### config.mk
export PLATFORM = sky130hd
export DESIGN_NAME = object_locator
export DESIGN_NICKNAME = d
export VERILOG_FILES = /design/src/rtl/object_locator.sv
export SDC_FILE = /design/constraint.sdc
export NUM_CORES = 1
export LEC_CHECK = 0
export CAP_MARGIN = 5
export CORE_MARGIN = 2
export CORE_UTILIZATION = 35
export CTS_BUF_LIST = sky130_fd_sc_hd__clkbuf_8
export DETAILED_ROUTE_END_ITERATION = 10
export GPL_TIMING_DRIVEN = 1
export HOLD_SLACK_MARGIN = 0.06
export PLACE_DENSITY = 0.59
export SETUP_SLACK_MARGIN = 0.15
export SYNTH_ARGS = -nofsm -noshare
export SYNTH_HDL_FRONTEND = slang
export SYNTH_SLANG_ARGS = --single-unit
### constraint.sdc
create_clock -name clk_i -period 7.9 [get_ports clk_i]
set_input_delay 2.37 -clock clk_i [delete_from_list [all_inputs] [get_ports clk_i]]
set_output_delay 2.37 -clock clk_i [all_outputs]
set_load 0.02 [all_outputs]
### src/rtl/object_locator.sv
// object_locator: per-frame bounding box, hit count and centroid of all pixels
// whose value is at or above a threshold latched at start of frame.
//
// Optional feature macro: CENTROID_EN
//   defined   : centroid = sum / count via a serial restoring divider (X_W steps)
//   undefined : centroid = midpoint of the bounding box, result one cycle after eof
//
// Ports
//   clk_i          system clock
//   reset_i        synchronous, active-high reset
//   sof_i, eof_i   start/end of frame strobes
//   pix_valid_i    qualifies pix_x_i / pix_y_i / pix_val_i
//   thresh_i       hit threshold, sampled on sof_i
//   busy_o         frame accumulation or division in progress
//   result_valid_o one-cycle pulse, all result outputs updated together
//   found_o        hit_count_o >= MIN_COUNT
//   hit_count_o    hits in the last completed frame (saturating)
//   min/max_x_o/_y_o  bounding box, zero when not found
//   cen_x_o/cen_y_o   centroid, zero when not found
//   overrun_o      sticky: stream activity seen while dividing
module object_locator #(
    parameter int unsigned X_W       = 10,
    parameter int unsigned Y_W       = 9,
    parameter int unsigned PIX_W     = 4,
    parameter int unsigned MIN_COUNT = 16,
    parameter int unsigned CNT_W     = X_W + Y_W
) (
    input  logic             clk_i,
    input  logic             reset_i,
    input  logic             sof_i,
    input  logic             eof_i,
    input  logic             pix_valid_i,
    input  logic [X_W-1:0]   pix_x_i,
    input  logic [Y_W-1:0]   pix_y_i,
    input  logic [PIX_W-1:0] pix_val_i,
    input  logic [PIX_W-1:0] thresh_i,
    output logic             busy_o,
    output logic             result_valid_o,
    output logic             found_o,
    output logic [CNT_W-1:0] hit_count_o,
    output logic [X_W-1:0]   min_x_o,
    output logic [X_W-1:0]   max_x_o,
    output logic [Y_W-1:0]   min_y_o,
    output logic [Y_W-1:0]   max_y_o,
    output logic [X_W-1:0]   cen_x_o,
    output logic [Y_W-1:0]   cen_y_o,
    output logic             overrun_o
);

    localparam int unsigned XS_W = X_W + 1;
    localparam int unsigned YS_W = Y_W + 1;

    typedef enum logic [1:0] {
        S_IDLE   = 2'd0,
        S_ACCUM  = 2'd1,
        S_DIVIDE = 2'd2
    } state_e;

    state_e state_q, state_d;
    logic   clr_c, acc_c, fin_c, hit_c;
    logic   busy_q;

    logic [PIX_W-1:0] thr_q;
    logic [CNT_W-1:0] cnt_q, cnt_fin;
    logic [X_W-1:0]   min_x_q, max_x_q, min_x_fin, max_x_fin;
    logic [Y_W-1:0]   min_y_q, max_y_q, min_y_fin, max_y_fin;

    // Publish mux: values captured into the result registers
    logic             pub_c;
    logic             pub_found;
    logic [CNT_W-1:0] pub_cnt;
    logic [X_W-1:0]   pub_min_x, pub_max_x, pub_cx;
    logic [Y_W-1:0]   pub_min_y, pub_max_y, pub_cy;

    // Result registers
    logic             rv_q, found_q;
    logic [CNT_W-1:0] hc_q;
    logic [X_W-1:0]   rmin_x_q, rmax_x_q, cx_q;
    logic [Y_W-1:0]   rmin_y_q, rmax_y_q, cy_q;

`ifdef CENTROID_EN
    localparam int unsigned SX_W = CNT_W + X_W;
    localparam int unsigned SY_W = CNT_W + Y_W;
    localparam int unsigned IT_W = $clog2(X_W);

    logic            div_done_c;
    logic [SX_W-1:0] sum_x_q, sum_x_fin;
    logic [SY_W-1:0] sum_y_q, sum_y_fin;
    logic [SX_W-1:0] rem_x_q, rem_y_q, rem_x_d, rem_y_d, div_q;
    logic [X_W-1:0]  qx_q, qy_q, qx_d, qy_d;
    logic [IT_W-1:0] it_q;
    logic            ovr_q;
`endif

    assign hit_c = acc_c && pix_valid_i && (pix_val_i >= thr_q);

    // Accumulator values including the current cycle's pixel (covers the eof cycle)
    always_comb begin
        cnt_fin   = cnt_q;
        min_x_fin = min_x_q;
        max_x_fin = max_x_q;
        min_y_fin = min_y_q;
        max_y_fin = max_y_q;
        if (hit_c) begin
            if (cnt_q != '1)       cnt_fin   = cnt_q + CNT_W'(1);
            if (pix_x_i < min_x_q) min_x_fin = pix_x_i;
            if (pix_x_i > max_x_q) max_x_fin = pix_x_i;
            if (pix_y_i < min_y_q) min_y_fin = pix_y_i;
            if (pix_y_i > max_y_q) max_y_fin = pix_y_i;
        end
    end

    // State register
    always_ff @(posedge clk_i) begin
        if (reset_i) begin
            state_q <= S_IDLE;
            busy_q  <= 1'b0;
        end else begin
            state_q <= state_d;
            busy_q  <= (state_d != S_IDLE);
        end
    end

    // Next-state and control decode
    always_comb begin
        state_d = state_q;
        clr_c   = 1'b0;
        acc_c   = 1'b0;
        fin_c   = 1'b0;
`ifdef CENTROID_EN
        div_done_c = 1'b0;
`endif
        case (state_q)
            S_IDLE: begin
                if (sof_i) begin
                    clr_c   = 1'b1;
                    state_d = S_ACCUM;
                end
            end
            S_ACCUM: begin
                if (sof_i) begin
                    clr_c = 1'b1;
                end else begin
                    acc_c = 1'b1;
                    if (eof_i) begin
                        fin_c = 1'b1;
`ifdef CENTROID_EN
                        state_d = S_DIVIDE;
`else
                        state_d = S_IDLE;
`endif
                    end
                end
            end
`ifdef CENTROID_EN
            S_DIVIDE: begin
                if (it_q == IT_W'(X_W - 1)) begin
                    div_done_c = 1'b1;
                    state_d    = S_IDLE;
                end
            end
`endif
            default: state_d = S_IDLE;
        endcase
    end

    // Frame accumulators
    always_ff @(posedge clk_i) begin
        if (reset_i) begin
            thr_q <= '0;
        end else if (clr_c) begin
            thr_q <= thresh_i;
        end
        if (reset_i || clr_c) begin
            cnt_q   <= '0;
            min_x_q <= '1;
            max_x_q <= '0;
            min_y_q <= '1;
            max_y_q <= '0;
        end else if (acc_c) begin
            cnt_q   <= cnt_fin;
            min_x_q <= min_x_fin;
            max_x_q <= max_x_fin;
            min_y_q <= min_y_fin;
            max_y_q <= max_y_fin;
        end
    end

`ifdef CENTROID_EN
    assign sum_x_fin = hit_c ? (sum_x_q + SX_W'(pix_x_i)) : sum_x_q;
    assign sum_y_fin = hit_c ? (sum_y_q + SY_W'(pix_y_i)) : sum_y_q;

    always_ff @(posedge clk_i) begin
        if (reset_i || clr_c) begin
            sum_x_q <= '0;
            sum_y_q <= '0;
        end else if (acc_c) begin
            sum_x_q <= sum_x_fin;
            sum_y_q <= sum_y_fin;
        end
    end

    // Restoring step: quotient < 2^X_W, so the divisor starts at count << (X_W-1)
    always_comb begin
        rem_x_d = rem_x_q;
        rem_y_d = rem_y_q;
        qx_d    = qx_q << 1;
        qy_d    = qy_q << 1;
        if (rem_x_q >= div_q) begin
            rem_x_d = rem_x_q - div_q;
            qx_d    = (qx_q << 1) | X_W'(1);
        end
        if (rem_y_q >= div_q) begin
            rem_y_d = rem_y_q - div_q;
            qy_d    = (qy_q << 1) | X_W'(1);
        end
    end

    // Serial divider datapath
    always_ff @(posedge clk_i) begin
        if (reset_i) begin
            rem_x_q <= '0;
            rem_y_q <= '0;
            div_q   <= '0;
            qx_q    <= '0;
            qy_q    <= '0;
            it_q    <= '0;
        end else if (fin_c) begin
            rem_x_q <= SX_W'(sum_x_fin);
            rem_y_q <= SX_W'(sum_y_fin);
            div_q   <= SX_W'(cnt_fin) << (X_W - 1);
            qx_q    <= '0;
            qy_q    <= '0;
            it_q    <= '0;
        end else if (state_q == S_DIVIDE) begin
            rem_x_q <= rem_x_d;
            rem_y_q <= rem_y_d;
            div_q   <= div_q >> 1;
            qx_q    <= qx_d;
            qy_q    <= qy_d;
            it_q    <= it_q + IT_W'(1);
        end
    end

    // Sticky overrun: stream activity while the divider owns the accumulators
    always_ff @(posedge clk_i) begin
        if (reset_i) begin
            ovr_q <= 1'b0;
        end else if ((state_q == S_DIVIDE) && (pix_valid_i || sof_i || eof_i)) begin
            ovr_q <= 1'b1;
        end
    end
    assign overrun_o = ovr_q;

    assign pub_c     = div_done_c;
    assign pub_cnt   = cnt_q;
    assign pub_min_x = min_x_q;
    assign pub_max_x = max_x_q;
    assign pub_min_y = min_y_q;
    assign pub_max_y = max_y_q;
    assign pub_cx    = X_W'(qx_d);
    assign pub_cy    = Y_W'(qy_d);
`else
    assign overrun_o = 1'b0;

    assign pub_c     = fin_c;
    assign pub_cnt   = cnt_fin;
    assign pub_min_x = min_x_fin;
    assign pub_max_x = max_x_fin;
    assign pub_min_y = min_y_fin;
    assign pub_max_y = max_y_fin;
    // Bounding-box midpoint with a one-bit-wider sum
    assign pub_cx    = X_W'((XS_W'(min_x_fin) + XS_W'(max_x_fin)) >> 1);
    assign pub_cy    = Y_W'((YS_W'(min_y_fin) + YS_W'(max_y_fin)) >> 1);
`endif

    assign pub_found = (pub_cnt >= CNT_W'(MIN_COUNT));

    // Result registers: hold until the next publish; box/centroid zeroed when not found
    always_ff @(posedge clk_i) begin
        if (reset_i) begin
            rv_q     <= 1'b0;
            found_q  <= 1'b0;
            hc_q     <= '0;
            rmin_x_q <= '0;
            rmax_x_q <= '0;
            rmin_y_q <= '0;
            rmax_y_q <= '0;
            cx_q     <= '0;
            cy_q     <= '0;
        end else begin
            rv_q <= pub_c;
            if (pub_c) begin
                found_q  <= pub_found;
                hc_q     <= pub_cnt;
                rmin_x_q <= pub_found ? pub_min_x : '0;
                rmax_x_q <= pub_found ? pub_max_x : '0;
                rmin_y_q <= pub_found ? pub_min_y : '0;
                rmax_y_q <= pub_found ? pub_max_y : '0;
                cx_q     <= pub_found ? pub_cx    : '0;
                cy_q     <= pub_found ? pub_cy    : '0;
            end
        end
    end

    assign busy_o         = busy_q;
    assign result_valid_o = rv_q;
    assign found_o        = found_q;
    assign hit_count_o    = hc_q;
    assign min_x_o        = rmin_x_q;
    assign max_x_o        = rmax_x_q;
    assign min_y_o        = rmin_y_q;
    assign max_y_o        = rmax_y_q;
    assign cen_x_o        = cx_q;
    assign cen_y_o        = cy_q;

endmodule
; ---- After elaboration in Yosys (flattened, before gate mapping)
; Cells that the tools add are included.
[word_totals]
regBits = 142
input_bits = 32
elab_cells = 61
[classes]
addsub = 3
n_lt_le_gt_ge = 6
eq_ne = 2
mux = 27
n_reduce_logical = 6
[ops]
columns = operator, n
row1 = two-way mux 10 bit, 7
row2 = two-way mux 9 bit, 7
row3 = two-way mux 19 bit, 2
row4 = adder 19 x 1 -> 19 bit (second input constant), 1
row5 = greater-or-equal comparator 19 x 5 -> 1 bit (second input constant), 1
row6 = != test 19 bit (second input constant), 1
row7 = adder 10 x 10 -> 11 bit, 1
row8 = adder 9 x 9 -> 10 bit, 1
row9 = greater-than comparator 10 bit, 1
row10 = less-than comparator 10 bit, 1
row11 = greater-than comparator 9 bit, 1
row12 = less-than comparator 9 bit, 1
row13 = two-way mux 1 bit, 7
row14 = two-way mux 2 bit, 3
row15 = greater-or-equal comparator 4 bit, 1
row16 = case mux 2 bit (2 select lines), 1
row17 = == test 2 x 1 -> 1 bit (second input constant), 1
row18 = logical AND 1 bit, 2
row19 = logical NOT 2 bit, 1
row20 = nonzero test 2 bit, 1
row21 = OR reduction 2 bit, 1
row22 = logical OR 1 bit, 1

; ---- Depth between registers and ports, before layout
[logic_depth]
depth_word = 7
depth_mapped = 22

; ---- Worst setup path before layout
; Ideal clock, no wire load.
[synth_timing]
path_kind = input-to-reg
startpoint = input port pix_val_i[0]
endpoint = register cx_q[7], in the netlist cen_x_o[7]
setup_ns = 0.070
arrival_time_ns = 6.179
required_ns = 7.830
path_slack_ns = 1.651
stages = 20
path_buffers = 1
cell_sequence = inv_1 -> ha_1 -> nand2b_1 -> a2111oi_0 -> nor2_1 -> o211ai_1 -> clkbuf_1 -> mux2i_1 -> inv_1 -> ha_1 -> nor2b_1 -> o21ai_0 -> a21oi_1 -> o21ai_0 -> nand2b_1 -> a21o_1 -> a21o_1 -> xnor2_1 -> or3_1 -> a21oi_1
[synth_between]
elab_chain_cells = 5
word_cells_on_any_way = 8
classes_between = add/sub (1) / order compare (2) / mux (4) / reduce/logical (1)
[synth_rtl]
columns = element, line
row1 = start: declaration, 35  ; input logic [PIX_W-1:0] pix_val_i,
row2 = greater-or-equal comparator 4 bit, 95  ; assign hit_c = acc_c && pix_valid_i && (pix_val_i >= thr_q);
row3 = logical AND 1 bit, 95
row4 = two-way mux 10 bit, 104  ; if (hit_c) begin
row5 = net max_x_fin[2], 65  ; logic [X_W-1:0] min_x_q, max_x_q, min_x_fin, max_x_fin;
row6 = adder 10 x 10 -> 11 bit, 273  ; assign pub_cx = X_W'((XS_W'(min_x_fin) + XS_W'(max_x_fin)) >> 1);
row7 = two-way mux 10 bit, 300  ; cx_q <= pub_found ? pub_cx : '0;
row8 = end signal: assignment, 300
row9 = end: declaration, 78  ; logic [X_W-1:0] rmin_x_q, rmax_x_q, cx_q;
; The timed path passes the listed nets, and every way through them passes these cells.
; A chain may end at the register's enable or synchronous reset.

; ---- Worst setup path in the final report
[layout_timing]
startpoint = input port pix_val_i[0]
endpoint = register cy_q[7], in the netlist cen_y_o[7]
[layout_between]
elab_chain_cells = 5
word_cells_on_any_way = 8
classes_between = add/sub (1) / order compare (2) / mux (4) / reduce/logical (1)
[layout_rtl]
columns = element, line
row1 = greater-or-equal comparator 4 bit, 95
row2 = logical AND 1 bit, 95
row3 = two-way mux 9 bit, 104
row4 = net max_y_fin[1], 66  ; logic [Y_W-1:0] min_y_q, max_y_q, min_y_fin, max_y_fin;
row5 = adder 9 x 9 -> 10 bit, 274  ; assign pub_cy = Y_W'((YS_W'(min_y_fin) + YS_W'(max_y_fin)) >> 1);
row6 = two-way mux 9 bit, 301  ; cy_q <= pub_found ? pub_cy : '0;
row7 = end signal: assignment, 301
row8 = end: declaration, 79  ; logic [Y_W-1:0] rmin_y_q, rmax_y_q, cy_q;
; The timed path passes the listed nets, and every way through them passes these cells.

==> summary.md <==
| Metric | Value |
|---|---|
| Critical path data arrival time | 7.39 ns |
| Vias in the first global route | approximately 5800 |
| HPWL Detailed | between 10 and 15 mm |
| Drt first pass iters | 6 |
| Post-synth cell types | between 60 and 70 |
| Synth top area cells | dfxtp_1, ha_1, a21oi_1, nor2_1, nand2_1 |
| CTS-repair resized insts | 0 |
| Max-slew violation count | 0 |
| RR Endpoint | cen_y_o[7]$_SDFFE_PP0P_ |
| Slew margin rel. | 0.2450 |
| GRT Residual Overflow | 0 |
| First-pass GRT wire length | 29.98 mm |
| Max rail drop VDD | approximately 100 µV |
| Clock Root Buffer | clkbuf_8 |
| Antenna cells | 0 |
| WL/cell | 14.87 µm |
| Most Used Layer, Global Route | met2 |
| M2 GR Usage | 0.2505 |
| Share of cells above drive strength 1 | 0.06591 |
| Number of flops mapped to enable cells by yosys | 0 |
| P per Cell Area | around 160 nW/µm² |
| Cell taking the most area after synthesis | dfxtp_1 |
| Placed insts | ~1200 |
| Hold path depth | 2 |
| Worst Path Required | just over 8 ns |
| Post-route DRC | 0 |
| Clock sinks | between 100 and 150 |
| H-tree lvl count | 4 |
| Post-layout min period | 7.015 ns |
| Setup violations, final | 0 |
| RSZ-0062 raised after global routing | no |
| IO Count | 112 |
| Power Total | 1417 µW |
| Initial antenna violation count | 0 |
| CTS max path bufs | 2 |
| CP max FO | 9 |
| Setup WS pre-CTS | 0.3450 ns |
| Mapped Avg Cell Area | between 8 and 9 µm² |
| GP Congestion | just under 0.9 |
| Initial Util | 0.3571 |
| Worst Slack Setup Final | slightly below 0.9 ns |
| TritonCTS clock tree | yes |
| Area delta synth->final | 24.22% |
| Number of fill cells in the layout | 2068 |
| CTS Hold Bufs | 0 |
| Primary FF master, synth | dfxtp_1 |
| Full die area | around 22000 µm² |
| CP Class | in2reg |
| Register area share after synthesis | 0.3922 |
| Slew @ Worst Pin | 1.133 ns |
| Clock transition at path regs | about 0.08 ns |
| Met1 Use GR | 0.2504 |
| Rows | 52 |
| Clk_lat worst skew | between 0.4 and 0.5 ns |
| Setup TNS | 0 ns |
| Met3 Usage GRT | 0.03796 |
| Yosys reg bits | 142 |
| Post-DRT Antenna Nets | 0 |
| Starting DRC count in detailed routing | approximately 350 |
| Core Area | a little over 20000 µm² |
| Mapped cell area | 7248 µm² |
| DR vias | around 6100 |
| Final period util | 0.8879 |
| Worst Hold End | min_x_o[7]$_SDFFE_PP0P_ |
| Vias per std cell | roughly 5 |
| Num CTS Buffers | 17 |
| Largest net degree at the start of global routing | 88 |
| Hold WC Path Type | reg2reg |
| Die Wd | 147.9 µm |
| Worst R2R Setup Slack | between 2 and 3 ns |
| Synth top area share | 0.3922 |
| Worst r2r path cells | 19 |
| Clock skew | 0.01049 ns |
| Leakage | approximately 0.0035 µW |
| Post-CTS Setup Inserts | 0 |
| Post-route non-filler standard cell count | approximately 1200 |
| GRT Total Usage | 0.1722 |
| Crit end category | flip-flop |
| Share of synthesized registers carrying an async set or reset | 0 |
| Status | finished clean |
| Worst r2r src | thr_q[0]$_SDFFE_PP0P_ |
| Synthesis warning total | 0 |
| Port Buf Inserts | 110 |
| Hold wc startpoint | min_x_o[7]$_SDFFE_PP0P_ |
| Startpoint Class | input port |
| Final wirelength | ~18 mm |
| Final hold viol count | 0 |
| Die H | 147.9 µm |
| Mapped Cells | 863 |
| Nets | 1050 |
| Fmax | 142.6 MHz |
| Max-cap violations | 0 |
==> sequential cells by signal, indices dropped and copies added, names as in the netlist <==
| register | count |
|---|---|
| busy_o | 1 |
| cen_x_o | 10 |
| thr_q | 4 |
| found_o | 1 |
| result_valid_o | 1 |
| max_x_q | 10 |
| cnt_q | 19 |
| min_y_o | 9 |
| max_y_q | 9 |
| min_y_q | 9 |
| max_x_o | 10 |
| cen_y_o | 9 |
| max_y_o | 9 |
| state_q | 2 |
| min_x_o | 10 |
| hit_count_o | 19 |
| min_x_q | 10 |
==> metrics by stage <==
step                        util  hold WS (ns)  cell area, µm²
after floorplan                -        0.4646            7252
after global placement    0.4233        0.4386            8592
after detailed placement  0.4233        0.4430            8592
after CTS                 0.4435        0.4538            9004
after global routing      0.4435        0.4689            9004
final                     0.4435        0.4506            9004
==> routing by layer <==
metal  part of all wire  up-vias  routed length, µm
li1                   -     3133                  -
met2               0.42      146               7672
met4              0.011        0                209
met1               0.51     2810               9471
met5                  0        -                  0
met3              0.060       15               1100
==> how the worst max path moves through the flow <==
stage	from	to	slack [ns]	cells past startpoint
final	pix_val_i[0]	cen_y_o[7]$_SDFFE_PP0P_	0.89	21
after global routing	pix_val_i[0]	cen_y_o[7]$_SDFFE_PP0P_	0.50	21
after CTS	pix_val_i[0]	cen_y_o[7]$_SDFFE_PP0P_	0.82	21
after detailed placement	pix_val_i[0]	cen_y_o[7]$_SDFFE_PP0P_	0.34	21
after global placement	pix_val_i[0]	cen_y_o[7]$_SDFFE_PP0P_	0.48	21
after floorplan	pix_val_i[0]	cen_x_o[7]$_SDFFE_PP0P_	1.65	20
==> cell families after synthesis <==
logic type | synth area share
xor gates and xnor gates | 0.03867
DFF | 0.3922
muxes | 0.04436
AOI/OAI and AO/OA | 0.1384
adders and majority gates | 0.1056
buffers and inverters | 0.06698
other | 0.0005174
and+or+nand+nor | 0.2132
==> cells in the final DEF, fill, tap and decap left out, drive strengths merged, types with 4 or more instances in the layout <==
| master | Yosys | routed |
|---|---|---|
| nor2 | 91 | 91 |
| buf | 13 | 9 |
| xnor2 | 21 | 21 |
| nand3 | 20 | 20 |
| clkdlybuf4s50 | 0 | 109 |
| nand4 | 8 | 8 |
| or2 | 6 | 6 |
| a211oi | 18 | 18 |
| and3 | 6 | 6 |
| o21bai | 4 | 4 |
| nand3b | 6 | 6 |
| o21ai | 11 | 11 |
| mux2i | 31 | 31 |
| dfxtp | 142 | 142 |
| a31oi | 7 | 7 |
| nand2 | 85 | 85 |
| xor2 | 11 | 11 |
| ha | 58 | 58 |
| a21o | 10 | 10 |
| nor3 | 15 | 15 |
| clkbuf | 30 | 20 |
| nand2b | 5 | 5 |
| or3 | 48 | 48 |
| nor2b | 6 | 6 |
| clkinvlp | 0 | 6 |
| inv | 81 | 82 |
| a21oi | 86 | 86 |
| o211ai | 4 | 4 |
==> synthesized netlist by cell type, types with 7 or more instances <==
cell and n:
o21ai_0 7, a31oi_1 7, a21oi_1 86, xnor2_1 21, inv_1 81, a211oi_1 18, nor2_1 88, dfxtp_1 142
nand2_1 85, ha_1 58, nand4_1 8, or3_1 48, mux2i_1 31, a21o_1 10, buf_2 7, nor3_1 14
clkbuf_1 30, xor2_1 11, nand3_1 17
==> area by class of cell <==
type                            count  area (µm²)  share of cell area
Clock buffer                       20       275.3             0.03057
Clock inverter                     12       136.4             0.01515
Inverter                           81       304.0             0.03377
Multi-Input combinational cell    598        3951              0.4389
Sequential cell                   142        2843              0.3157
Tap cell                          270       337.8             0.03752
Timing Repair Buffer              118        1156              0.1284
==> power breakdown <==
part	switching [µW]	internal, µW	leakage (µW)
clock network	299	307	0.000190
registers	1.98	719	0.00115
logic	51.9	38.1	0.00221
==> worst max-delay path, cell delays in order <==
cell and delay, ns:
clkdlybuf4s50_1 0.45, inv_1 0.04, ha_1 0.26, nand2b_1 0.09
a2111oi_0 0.08, buf_4 0.14, nor2_1 0.44, o31ai_1 0.24
nor2_1 0.84, mux2i_1 0.35, inv_1 0.12, fa_1 0.44
a21o_1 0.20, a21oi_1 0.22, o21bai_1 0.10, a21oi_1 0.22
o21bai_1 0.09, a21oi_1 0.17, xor2_1 0.07, or3_1 0.31
a21oi_1 0.14
(Power assumes the default switching activity.)
